**config.mk**
```make
export PLATFORM = sky130hd
export DESIGN_NAME = tt_time_set_ctrl
export DESIGN_NICKNAME = d
export VERILOG_FILES = /design/src/rtl/tt_time_set_ctrl.sv
export SDC_FILE = /design/constraint.sdc
export NUM_CORES = 1
export LEC_CHECK = 0
export ABC_CLOCK_PERIOD_IN_PS = 2600
export CAP_MARGIN = 0
export CORE_MARGIN = 3
export CORE_UTILIZATION = 50
export CTS_BUF_LIST = sky130_fd_sc_hd__clkbuf_4 sky130_fd_sc_hd__clkbuf_8
export CTS_CLUSTER_SIZE = 14
export DETAILED_ROUTE_END_ITERATION = 8
export PLACE_DENSITY = 0.71
export SLEW_MARGIN = 40
export SYNTH_ARGS = -nofsm -noshare
export SYNTH_HDL_FRONTEND = slang
export SYNTH_SLANG_ARGS = --single-unit
```
**constraint.sdc**
```tcl
create_clock -name clk_i -period 2.6 [get_ports clk_i]
set_input_delay 0.65 -clock clk_i [delete_from_list [all_inputs] [get_ports clk_i]]
set_output_delay 0.65 -clock clk_i [all_outputs]
set_load 0.02 [all_outputs]
```
**src/rtl/tt_time_set_ctrl.sv**
```systemverilog
// ---------------------------------------------------------------------------
// tt_time_set_ctrl
// Front-end conditioner for the binary clock's time-setting inputs. The raw
// set-mode switch, direction switch and hour/minute/seconds buttons are
// synchronised and debounced. They are then turned into single-cycle
// increment/decrement pulses, with hold-to-auto-repeat, for tt_bin_clock.
//
// Ports:
//   clk_i           clock
//   rst_i           synchronous reset, active-high
//   time_set_i      raw set-mode switch (1 = set, 0 = run)
//   id_switch_i     raw direction switch (1 = increment, 0 = decrement)
//   hour_btn_i      raw hour button, active-high
//   minute_btn_i    raw minute button, active-high
//   seconds_btn_i   raw seconds button, active-high
//   set_mode_o      debounced set-mode level
//   hour_inc_o / hour_dec_o        single-cycle hour step pulses
//   minute_inc_o / minute_dec_o    single-cycle minute step pulses
//   seconds_inc_o / seconds_dec_o  single-cycle seconds step pulses
// ---------------------------------------------------------------------------
module tt_time_set_ctrl #(
    parameter int DEBOUNCE_CYCLES = 16,
    parameter int REPEAT_DELAY    = 32,
    parameter int REPEAT_PERIOD   = 8,
    parameter int CNT_W           = 16
) (
    input  logic clk_i,
    input  logic rst_i,
    input  logic time_set_i,
    input  logic id_switch_i,
    input  logic hour_btn_i,
    input  logic minute_btn_i,
    input  logic seconds_btn_i,
    output logic set_mode_o,
    output logic hour_inc_o,
    output logic hour_dec_o,
    output logic minute_inc_o,
    output logic minute_dec_o,
    output logic seconds_inc_o,
    output logic seconds_dec_o
);

    localparam int NUM_IN = 5;
    localparam logic [CNT_W-1:0] DB_LAST      = CNT_W'(DEBOUNCE_CYCLES - 1);
    localparam logic [CNT_W-1:0] DELAY_LOAD   = CNT_W'(REPEAT_DELAY - 1);
    localparam logic [CNT_W-1:0] PERIOD_LOAD  = CNT_W'(REPEAT_PERIOD - 1);

    typedef enum logic [1:0] {
        ST_IDLE    = 2'd0,
        ST_HOLD    = 2'd1,
        ST_REPEAT  = 2'd2,
        ST_RELEASE = 2'd3
    } state_t;

    // Bit order: 0 set-mode, 1 direction, 2 hour, 3 minute, 4 seconds.
    logic [NUM_IN-1:0] raw_s;
    logic [NUM_IN-1:0] sync1_q;
    logic [NUM_IN-1:0] sync2_q;
    logic [NUM_IN-1:0] deb_s;
    logic [2:0]        btn_s;
    logic              any_btn_s;
    logic [1:0]        first_owner_s;
    logic              owner_held_s;

    state_t            state_q;
    logic [1:0]        owner_q;
    logic              dir_q;
    logic [CNT_W-1:0]  rep_cnt_q;
    logic [5:0]        pulse_q;

    // Pulse vector layout: {sec_dec, sec_inc, min_dec, min_inc, hour_dec, hour_inc}.
    function automatic logic [5:0] pulse_sel(input logic [1:0] owner, input logic dir);
        logic [5:0] v;
        case (owner)
            2'd0:    v = dir ? 6'b000001 : 6'b000010;
            2'd1:    v = dir ? 6'b000100 : 6'b001000;
            2'd2:    v = dir ? 6'b010000 : 6'b100000;
            default: v = 6'b000000;
        endcase
        return v;
    endfunction

    assign raw_s = {seconds_btn_i, minute_btn_i, hour_btn_i, id_switch_i, time_set_i};

    // Two-flop synchroniser for all asynchronous raw inputs.
    always_ff @(posedge clk_i) begin
        if (rst_i) begin
            sync1_q <= {NUM_IN{1'b0}};
            sync2_q <= {NUM_IN{1'b0}};
        end else begin
            sync1_q <= raw_s;
            sync2_q <= sync1_q;
        end
    end

    for (genvar gi = 0; gi < NUM_IN; gi++) begin : g_db
        logic             deb_bit_q;
        logic [CNT_W-1:0] cnt_q;

        // Debounce: count consecutive cycles of disagreement, flip on the last one.
        always_ff @(posedge clk_i) begin
            if (rst_i) begin
                deb_bit_q <= 1'b0;
                cnt_q     <= {CNT_W{1'b0}};
            end else if (sync2_q[gi] != deb_bit_q) begin
                if (cnt_q == DB_LAST) begin
                    deb_bit_q <= sync2_q[gi];
                    cnt_q     <= {CNT_W{1'b0}};
                end else begin
                    cnt_q <= cnt_q + CNT_W'(1);
                end
            end else begin
                cnt_q <= {CNT_W{1'b0}};
            end
        end

        assign deb_s[gi] = deb_bit_q;
    end

    assign btn_s     = deb_s[4:2];
    assign any_btn_s = |btn_s;

    // Priority pick of the new owner: hour over minute over seconds.
    always_comb begin
        first_owner_s = 2'd0;
        if (btn_s[0]) begin
            first_owner_s = 2'd0;
        end else if (btn_s[1]) begin
            first_owner_s = 2'd1;
        end else begin
            first_owner_s = 2'd2;
        end
    end

    // Is the button that owns the FSM still pressed?
    always_comb begin
        owner_held_s = 1'b0;
        case (owner_q)
            2'd0:    owner_held_s = btn_s[0];
            2'd1:    owner_held_s = btn_s[1];
            2'd2:    owner_held_s = btn_s[2];
            default: owner_held_s = 1'b0;
        endcase
    end

    // Press/hold/auto-repeat FSM with registered pulse outputs.
    // A button seen while set mode is off parks the FSM in RELEASE, so a
    // button already held when set mode rises needs a release and re-press.
    always_ff @(posedge clk_i) begin
        if (rst_i) begin
            state_q   <= ST_IDLE;
            owner_q   <= 2'd0;
            dir_q     <= 1'b0;
            rep_cnt_q <= {CNT_W{1'b0}};
            pulse_q   <= 6'b000000;
        end else begin
            pulse_q <= 6'b000000;
            case (state_q)
                ST_IDLE: begin
                    if (deb_s[0] && any_btn_s) begin
                        owner_q   <= first_owner_s;
                        dir_q     <= deb_s[1];
                        pulse_q   <= pulse_sel(first_owner_s, deb_s[1]);
                        rep_cnt_q <= DELAY_LOAD;
                        state_q   <= ST_HOLD;
                    end else if (any_btn_s) begin
                        state_q <= ST_RELEASE;
                    end else begin
                        state_q <= ST_IDLE;
                    end
                end
                ST_HOLD, ST_REPEAT: begin
                    if (!deb_s[0] || !owner_held_s) begin
                        state_q <= ST_RELEASE;
                    end else if (rep_cnt_q == {CNT_W{1'b0}}) begin
                        pulse_q   <= pulse_sel(owner_q, dir_q);
                        rep_cnt_q <= PERIOD_LOAD;
                        state_q   <= ST_REPEAT;
                    end else begin
                        rep_cnt_q <= rep_cnt_q - CNT_W'(1);
                    end
                end
                ST_RELEASE: begin
                    if (!any_btn_s) begin
                        state_q <= ST_IDLE;
                    end else begin
                        state_q <= ST_RELEASE;
                    end
                end
                default: begin
                    state_q <= ST_RELEASE;
                end
            endcase
        end
    end

    assign set_mode_o    = deb_s[0];
    assign hour_inc_o    = pulse_q[0];
    assign hour_dec_o    = pulse_q[1];
    assign minute_inc_o  = pulse_q[2];
    assign minute_dec_o  = pulse_q[3];
    assign seconds_inc_o = pulse_q[4];
    assign seconds_dec_o = pulse_q[5];

endmodule

```
==> results of run 1 <==
==> routing by layer <==
layer,up-vias,routed length [um],share of wire (%)
met5,-,0,0
met2,80,4917,46
met4,0,252,2.4
li1,2219,-,-
met3,22,478,4.5
met1,2047,5013,47
==> path summary, 6_finish.rpt <==
check / start / end / slack [ns] / depth (start not counted)
worst max-delay path: rep_cnt_q[0] / pulse_q[0] / 0.13 / 7
worst min-delay path: sync1_q[1] / sync2_q[1] / 0.44 / 1
worst max register to register: rep_cnt_q[0] / pulse_q[0] / 0.13 / 7
worst min register to register: sync1_q[1] / sync2_q[1] / 0.44 / 1
==> cell usage after synthesis (3+ instances only) <==
| library cell | count | area share [%] |
|---|---|---|
| a21oi_1 | 15 | 1.4 |
| a31oi_1 | 3 | 0.35 |
| and3_1 | 19 | 2.2 |
| and4_1 | 5 | 0.82 |
| clkbuf_1 | 16 | 1.1 |
| dfxtp_1 | 122 | 46 |
| ha_1 | 9 | 2.1 |
| inv_1 | 13 | 0.91 |
| mux2i_1 | 8 | 1.5 |
| nand2_1 | 46 | 3.2 |
| nand2b_1 | 6 | 0.70 |
| nand3_1 | 34 | 3.2 |
| nand3b_1 | 3 | 0.42 |
| nand4_1 | 17 | 2.0 |
| nor2_1 | 114 | 8.0 |
| nor2b_1 | 12 | 1.4 |
| nor3_1 | 22 | 2.1 |
| nor4_1 | 20 | 2.3 |
| o21ai_0 | 12 | 1.1 |
| o22ai_1 | 6 | 0.70 |
| or3_1 | 8 | 0.94 |
| or4_1 | 5 | 0.70 |
| xnor2_1 | 38 | 6.2 |
| xor2_1 | 35 | 5.7 |
==> layout make-up <==
cell class              count  area share, %
flip-flops and latches    122          39.67
repair buffers             22          3.130
clock inverters             6          2.927
clock buffers              26          5.407
inverters                  13         0.7927
well taps                 136          2.764
multi-input cells         468          45.30
==> cells by family (layout without fill, tap and decap cells) <==
| kind of cell | count (synthesis) | after routing | share of synthesized area (%) |
|---|---|---|---|
| AND/OR/NAND/NOR | 320 | 320 | 29.47 |
| flip-flops | 122 | 122 | 45.65 |
| XOR/XNOR | 73 | 73 | 11.95 |
| AO/OA/AOI/OAI | 58 | 58 | 7.063 |
| buffers and inverters | 32 | 67 | 2.269 |
| adder cells (fa/ha/maj) | 9 | 9 | 2.105 |
| multiplexers | 8 | 8 | 1.497 |
==> registers in the layout, summed over array words and instances, names as in the netlist <==
name            flops
pulse_q             6
dir_q               1
g_db.deb_bit_q      4
set_mode_o          1
g_db.cnt_q         80
sync1_q             5
rep_cnt_q          16
owner_q             2
state_q             2
sync2_q             5
==> where the power goes <==
group | switching, mW | total, mW | leakage [nW] | internal, mW
clock network | 0.714 | 2.13 | 0.261 | 1.41
registers | 0.00488 | 1.88 | 0.985 | 1.88
logic | 0.0284 | 0.0470 | 0.959 | 0.0186
total | 0.747 | 4.06 | 2.20 | 3.31
==> metrics by stage <==
step / power, mW / util (%) / std cells
after global routing: 4.188 / 59.36 / 793
after CTS: 4.097 / 59.34 / 793
after floorplan: 1.954 / - / 622
final: 4.056 / 59.36 / 793
after detailed placement: 1.973 / 54.39 / 761
after global placement: 1.971 / 54.39 / 761
==> repair_timing <==
| action | 4_1_cts | 5_1_grt |
|---|---|---|
| resized for setup | 0 | 1 |
| buffers inserted | 0 | 0 |
| setup endpoints to repair | 0 | 1 |
| endpoints found under the hold margin | 0 | 0 |
==> key figures, run 1 <==
Placement
  • Placed instance area: 5640 sq um
  • RePlAce Congestion: between 0.9 and 1
  • Pre-CTS setup slack: 0.1367 ns
  • HPWL after DPL: 7321 um
  • # port buffers: 13

Timing
  • Post-route setup slack: around 0.13 ns
  • Max-slew violations: 0
  • Worst Tran Pin Value: around 0.62 ns
  • Setup TNS: 0 ns
  • Max Freq: 404.1 MHz
  • Rel. slew slack: 58.04%
  • Period utilisation layout: 95.17%
  • Final setup violation count: 0
  • Fin. Hold Viols: 0
  • Crit path time final: 2.474 ns
  • WHS: 0.4434 ns
  • Unrepaired setup endpoints after global routing: no
  • Clock skew: between 0.009 and 0.01 ns

Power and ir drop
  • Max IR drop VDD: 0.7402 mV
  • P_leak: about 2.2 nW
  • Pwr Density: 658.8 nW/um^2

Worst setup path
  • Crit end category: flip-flop
  • Critical path's most frequent cell: or3_1
  • Worst path max stage delay: 0.51 ns
  • Max stage delay cell, worst path: or4b_1
  • Crit start category: flip-flop
  • CP Class: reg -> reg
  • CP max FO: 5
  • Crit path buf inv count: 1
  • Critical Path, Cell by Cell: inv_1, ha_2, or4b_1, or3_4, or3_1, or3_1, a21oi_2
  • CP delay by family, top: simple AND/OR/NAND/NOR gates
  • CP required: 2.97 ns
  • Arr. time, crit path: 2.84 ns

Clock network
  • CTS Buffer Depth: 2
  • Cts bufs inserted: 17
  • CTS tree: built
  • Clock Sinks: 122
  • Root Buffer Master: clkbuf_8
  • Clock slew at reported path FFs: approximately 0.070 ns
  • CTS hold repair buffers: 0
  • Worst skew pair latency: 0.44 ns
  • H-tree levels: 4

Drt
  • DRT Pass-1 Iters: 4
  • Drt wl/cell: about 13 um
  • Via density: 5.508
  • DRC Markers: 0
  • Antenna Nets Post-Route: 0
  • Vias: 4368
  • Total wire length: around 11000 um
  • Starting DRT DRC Count: 201

Yosys
  • Post-synth EDFFs: 0
  • Mapped Avg Cell Area: 8.601 sq um
  • Number of library cell types mapped by synthesis: 52
  • Synth Register Bits: 122
  • Async SR Flop Fraction: 0%
  • Synth Flop Type: dfxtp_1
  • Net Count, Synth: 638
  • Synth Warn #: 0
  • Post-synthesis cell area: between 5000 and 6000 sq um
  • Sequential share of the synthesized area: 45.65%
  • Mapped Cells: around 620

Floorplan
  • Row count: 37
  • Core ar.: just over 10000 sq um
  • Num ports: 14
  • Die H: 109.4 um
  • Die Wd: around 110 um
  • Die Footprint: 11980 sq um
  • Initial Util: slightly above 50%

Global routing
  • Largest net degree at the start of global routing: 32
  • Vias in the first global route: about 4.3k
  • Grt met2 use: 31.17%
  • Antenna violations before repair: 0
  • Met3 Use GR: 5.637%
  • Gr ovfl total: 0
  • First-pass GRT wire length: between 15000 and 20000 um
  • Total GRT Usage: 19.63%
  • GRT met1 Usage: between 20% and 30%
  • Gr busiest metal: met2

Status
  • Run status: finished, final reports clean

Layout
  • Most frequent cells in the layout: dfxtp_1 (122), nor2_1 (114), nand2_1 (46)
  • Cell area after layout: around 6200 sq um
  • NumNets Final: 660
  • Syn-to-layout area delta: 15.06%
  • Leading cell type in the layout, fill and taps excluded: dfxtp_1
  • Fillers: 900
  • Share of cells above drive strength 1: ~7.0%
  • Multi-input logic area: 2789 sq um
  • Ant diodes: 0
  • FF/Latch Area: about 2400 sq um

Worst hold path
  • Type of the worst min-delay path: reg -> reg

Job
  • Max-Cap Viols: 0
(Power assumes the default switching activity.)
==> run 2, diff against run 1 <==
--- a/config.mk
+++ b/config.mk
@@ -7,7 +7,7 @@
 export LEC_CHECK = 0
 export ABC_CLOCK_PERIOD_IN_PS = 2600
 export CAP_MARGIN = 0
-export CORE_MARGIN = 3
+export CORE_MARGIN = 10
 export CORE_UTILIZATION = 50
 export CTS_BUF_LIST = sky130_fd_sc_hd__clkbuf_4 sky130_fd_sc_hd__clkbuf_8
 export CTS_CLUSTER_SIZE = 14
==> run 2 against run 1 <==
Net effect:
- sequential cell count did not move
- cell count fell by 0.13%
- routed wire length fell by 3.0%
- largest power group is now sequential cells
==> key figures, run 2 (synthesized netlist as in run 1, its figures left out) <==
Clock network
  • Post_cts resized: 0 (unchanged)
  • CTS tree: built
  • CTS hold repair buffers: 0 (unchanged)
  • Worst skew pair latency: 0.44 ns (about the same)
  • Cts bufs inserted: 17 (unchanged)
  • Clock Sinks: 122 (unchanged)
  • Root Buffer Master: clkbuf_8
  • # Post-CTS Setup Buffers: 0 (unchanged)
  • H-tree levels: 4 (unchanged)
  • CTS Buffer Depth: 2 (unchanged)
  • Clock slew at reported path FFs: 0.06 ns (about the same)

Timing
  • Max Freq: 404.7 MHz (+0.14%)
  • Setup TNS: 0 ns (unchanged)
  • Rel. slew slack: 58.01% (about the same)
  • Final setup violation count: 0 (unchanged)
  • Clock skew: 0.01352 ns (+0.003988 ns)
  • Worst Tran Pin Value: 0.6211 ns (+0.0003803 ns)
  • Unrepaired setup endpoints after global routing: no
  • Crit path time final: 2.471 ns (-0.003562 ns)
  • Period utilisation layout: 95.03% (-0.14 points)
  • WHS: 0.4371 ns (-0.006306 ns)
  • Max-slew violations: 0 (unchanged)
  • Fin. Hold Viols: 0 (unchanged)

Worst hold path
  • Type of the worst min-delay path: reg -> reg

Layout
  • NumNets Final: 659 (-0.15%)
  • Layout Utilization: 58.74% (-0.63 points)
  • Cell area after layout: 6091 sq um (-1.1%)
  • Leading cell type in the layout, fill and taps excluded: dfxtp_1
  • Syn-to-layout area delta: 13.84%
  • Top reg by flops: g_db.cnt_q
  • FF/Latch Area: 2442 sq um (unchanged)
  • Multi-input logic area: 2786 sq um (about the same)
  • Largest register FFs: 80 (unchanged)
  • Largest regs: g_db.cnt_q: 80 flops, rep_cnt_q: 16 flops, pulse_q: 6 flops
  • Most frequent cells in the layout: dfxtp_1 (122), nor2_1 (114), nand2_1 (46)
  • Share of cells above drive strength 1: 6.707% (-0.29 points)
  • Fillers: 916 (+1.8%)
  • Ant diodes: 0 (unchanged)

Worst setup path
  • Worst path max stage delay: 0.53 ns (+0.02 ns)
  • Crit start category: flip-flop
  • Max stage delay cell, worst path: or4b_1
  • CP max FO: 5 (unchanged)
  • CP delay by family, top: simple AND/OR/NAND/NOR gates
  • Crit path buf inv count: 1 (unchanged)
  • Crit end category: flip-flop
  • Critical path's most frequent cell: or3_1
  • Critical Path, Cell by Cell: inv_1, ha_1, or4b_1, or3_4, or3_1, or3_1, a21oi_2
  • CP required: 2.96 ns (about the same)
  • CP Class: reg -> reg
  • Arr. time, crit path: 2.83 ns (about the same)

Drt
  • Drt wl/cell: 13.05 um (-2.9%)
  • Vias: 4284 (-1.9%)
  • Starting DRT DRC Count: 305 (+52%)
  • Total wire length: 10340 um (-3.0%)
  • DRC Markers: 0 (unchanged)
  • DRT Pass-1 Iters: 5 (+1)
  • Via density: 5.409 (-1.8%)
  • Antenna Nets Post-Route: 0 (unchanged)

Status
  • Run status: finished, final reports clean

Floorplan
  • Die H: 123.4 um (+13%)
  • Die Wd: 123.4 um (+13%)
  • Row count: 37 (unchanged)
  • Num ports: 14 (unchanged)
  • Die Footprint: 15240 sq um (+27%)
  • Core ar.: 10370 sq um (unchanged)
  • Initial Util: 51.59% (unchanged)

Power and ir drop
  • Max IR drop VDD: 0.4574 mV (-38%)
  • Total power: 3.782 mW (-6.7%)
  • Pwr Density: 621.0 nW/um^2 (-5.7%)
  • P_leak: 2.160 nW (-2.0%)

Placement
  • HPWL after DPL: 7382 um (+0.84%)
  • # port buffers: 13 (unchanged)
  • RePlAce Congestion: 0.8920 (-5.0%)
  • Placed instance area: 5645 sq um (about the same)

Global routing
  • Total GRT Usage: 14.76% (-4.9 points)
  • First-pass GRT wire length: 18310 um (-1.4%)
  • Vias in the first global route: 4026 (-5.6%)
  • Antenna violations before repair: 0 (unchanged)
  • Largest net degree at the start of global routing: 33 (+3.1%)
  • Gr ovfl total: 0 (unchanged)

Job
  • Max-Cap Viols: 0 (unchanged)
[run 2: final timing paths]
check	cells past startpoint	start	to	slack, ns
worst min-delay path	1	sync1_q[1]	sync2_q[1]	0.44
worst max register to register	7	rep_cnt_q[0]	pulse_q[0]	0.13
worst max-delay path	7	rep_cnt_q[0]	pulse_q[0]	0.13
worst min register to register	1	sync1_q[1]	sync2_q[1]	0.44
[run 2: cell type report]
cell class,count,share of cell area [%]
Timing Repair Buffer,21,3.246
Multi-Input combinational cell,468,45.75
Inverter,13,0.8012
Clock buffer,21,4.540
Sequential cell,122,40.10
Clock inverter,11,2.773
Tap cell,136,2.794
[run 2: routing by layer]
| layer | track usage, % | part of all wire [%] | vias to the layer above | wire length, um |
|---|---|---|---|---|
| li1 | - | - | 2217 | - |
| met1 | 17.73 | 47 | 1978 | 4826 |
| met2 | 24.07 | 47 | 77 | 4901 |
| met3 | 4.558 | 4.7 | 12 | 481 |
| met4 | 6.114 | 1.3 | 0 | 130 |
| met5 | 0 | 0 | - | 0 |
[run 2: per-stage QoR]
step	instances	setup WS [ns]
finish	792	0.1291
global route	792	0.03437
CTS	792	0.1415
detailed placement	760	0.1438
global placement	760	0.2067
floorplan	622	0.2363
[run 2: report_power, final]
part	total (mW)	switching, mW	internal (mW)
registers	1.88	0.00446	1.88
logic	0.0485	0.0278	0.0207
clock network	1.85	0.738	1.11
total	3.78	0.770	3.01
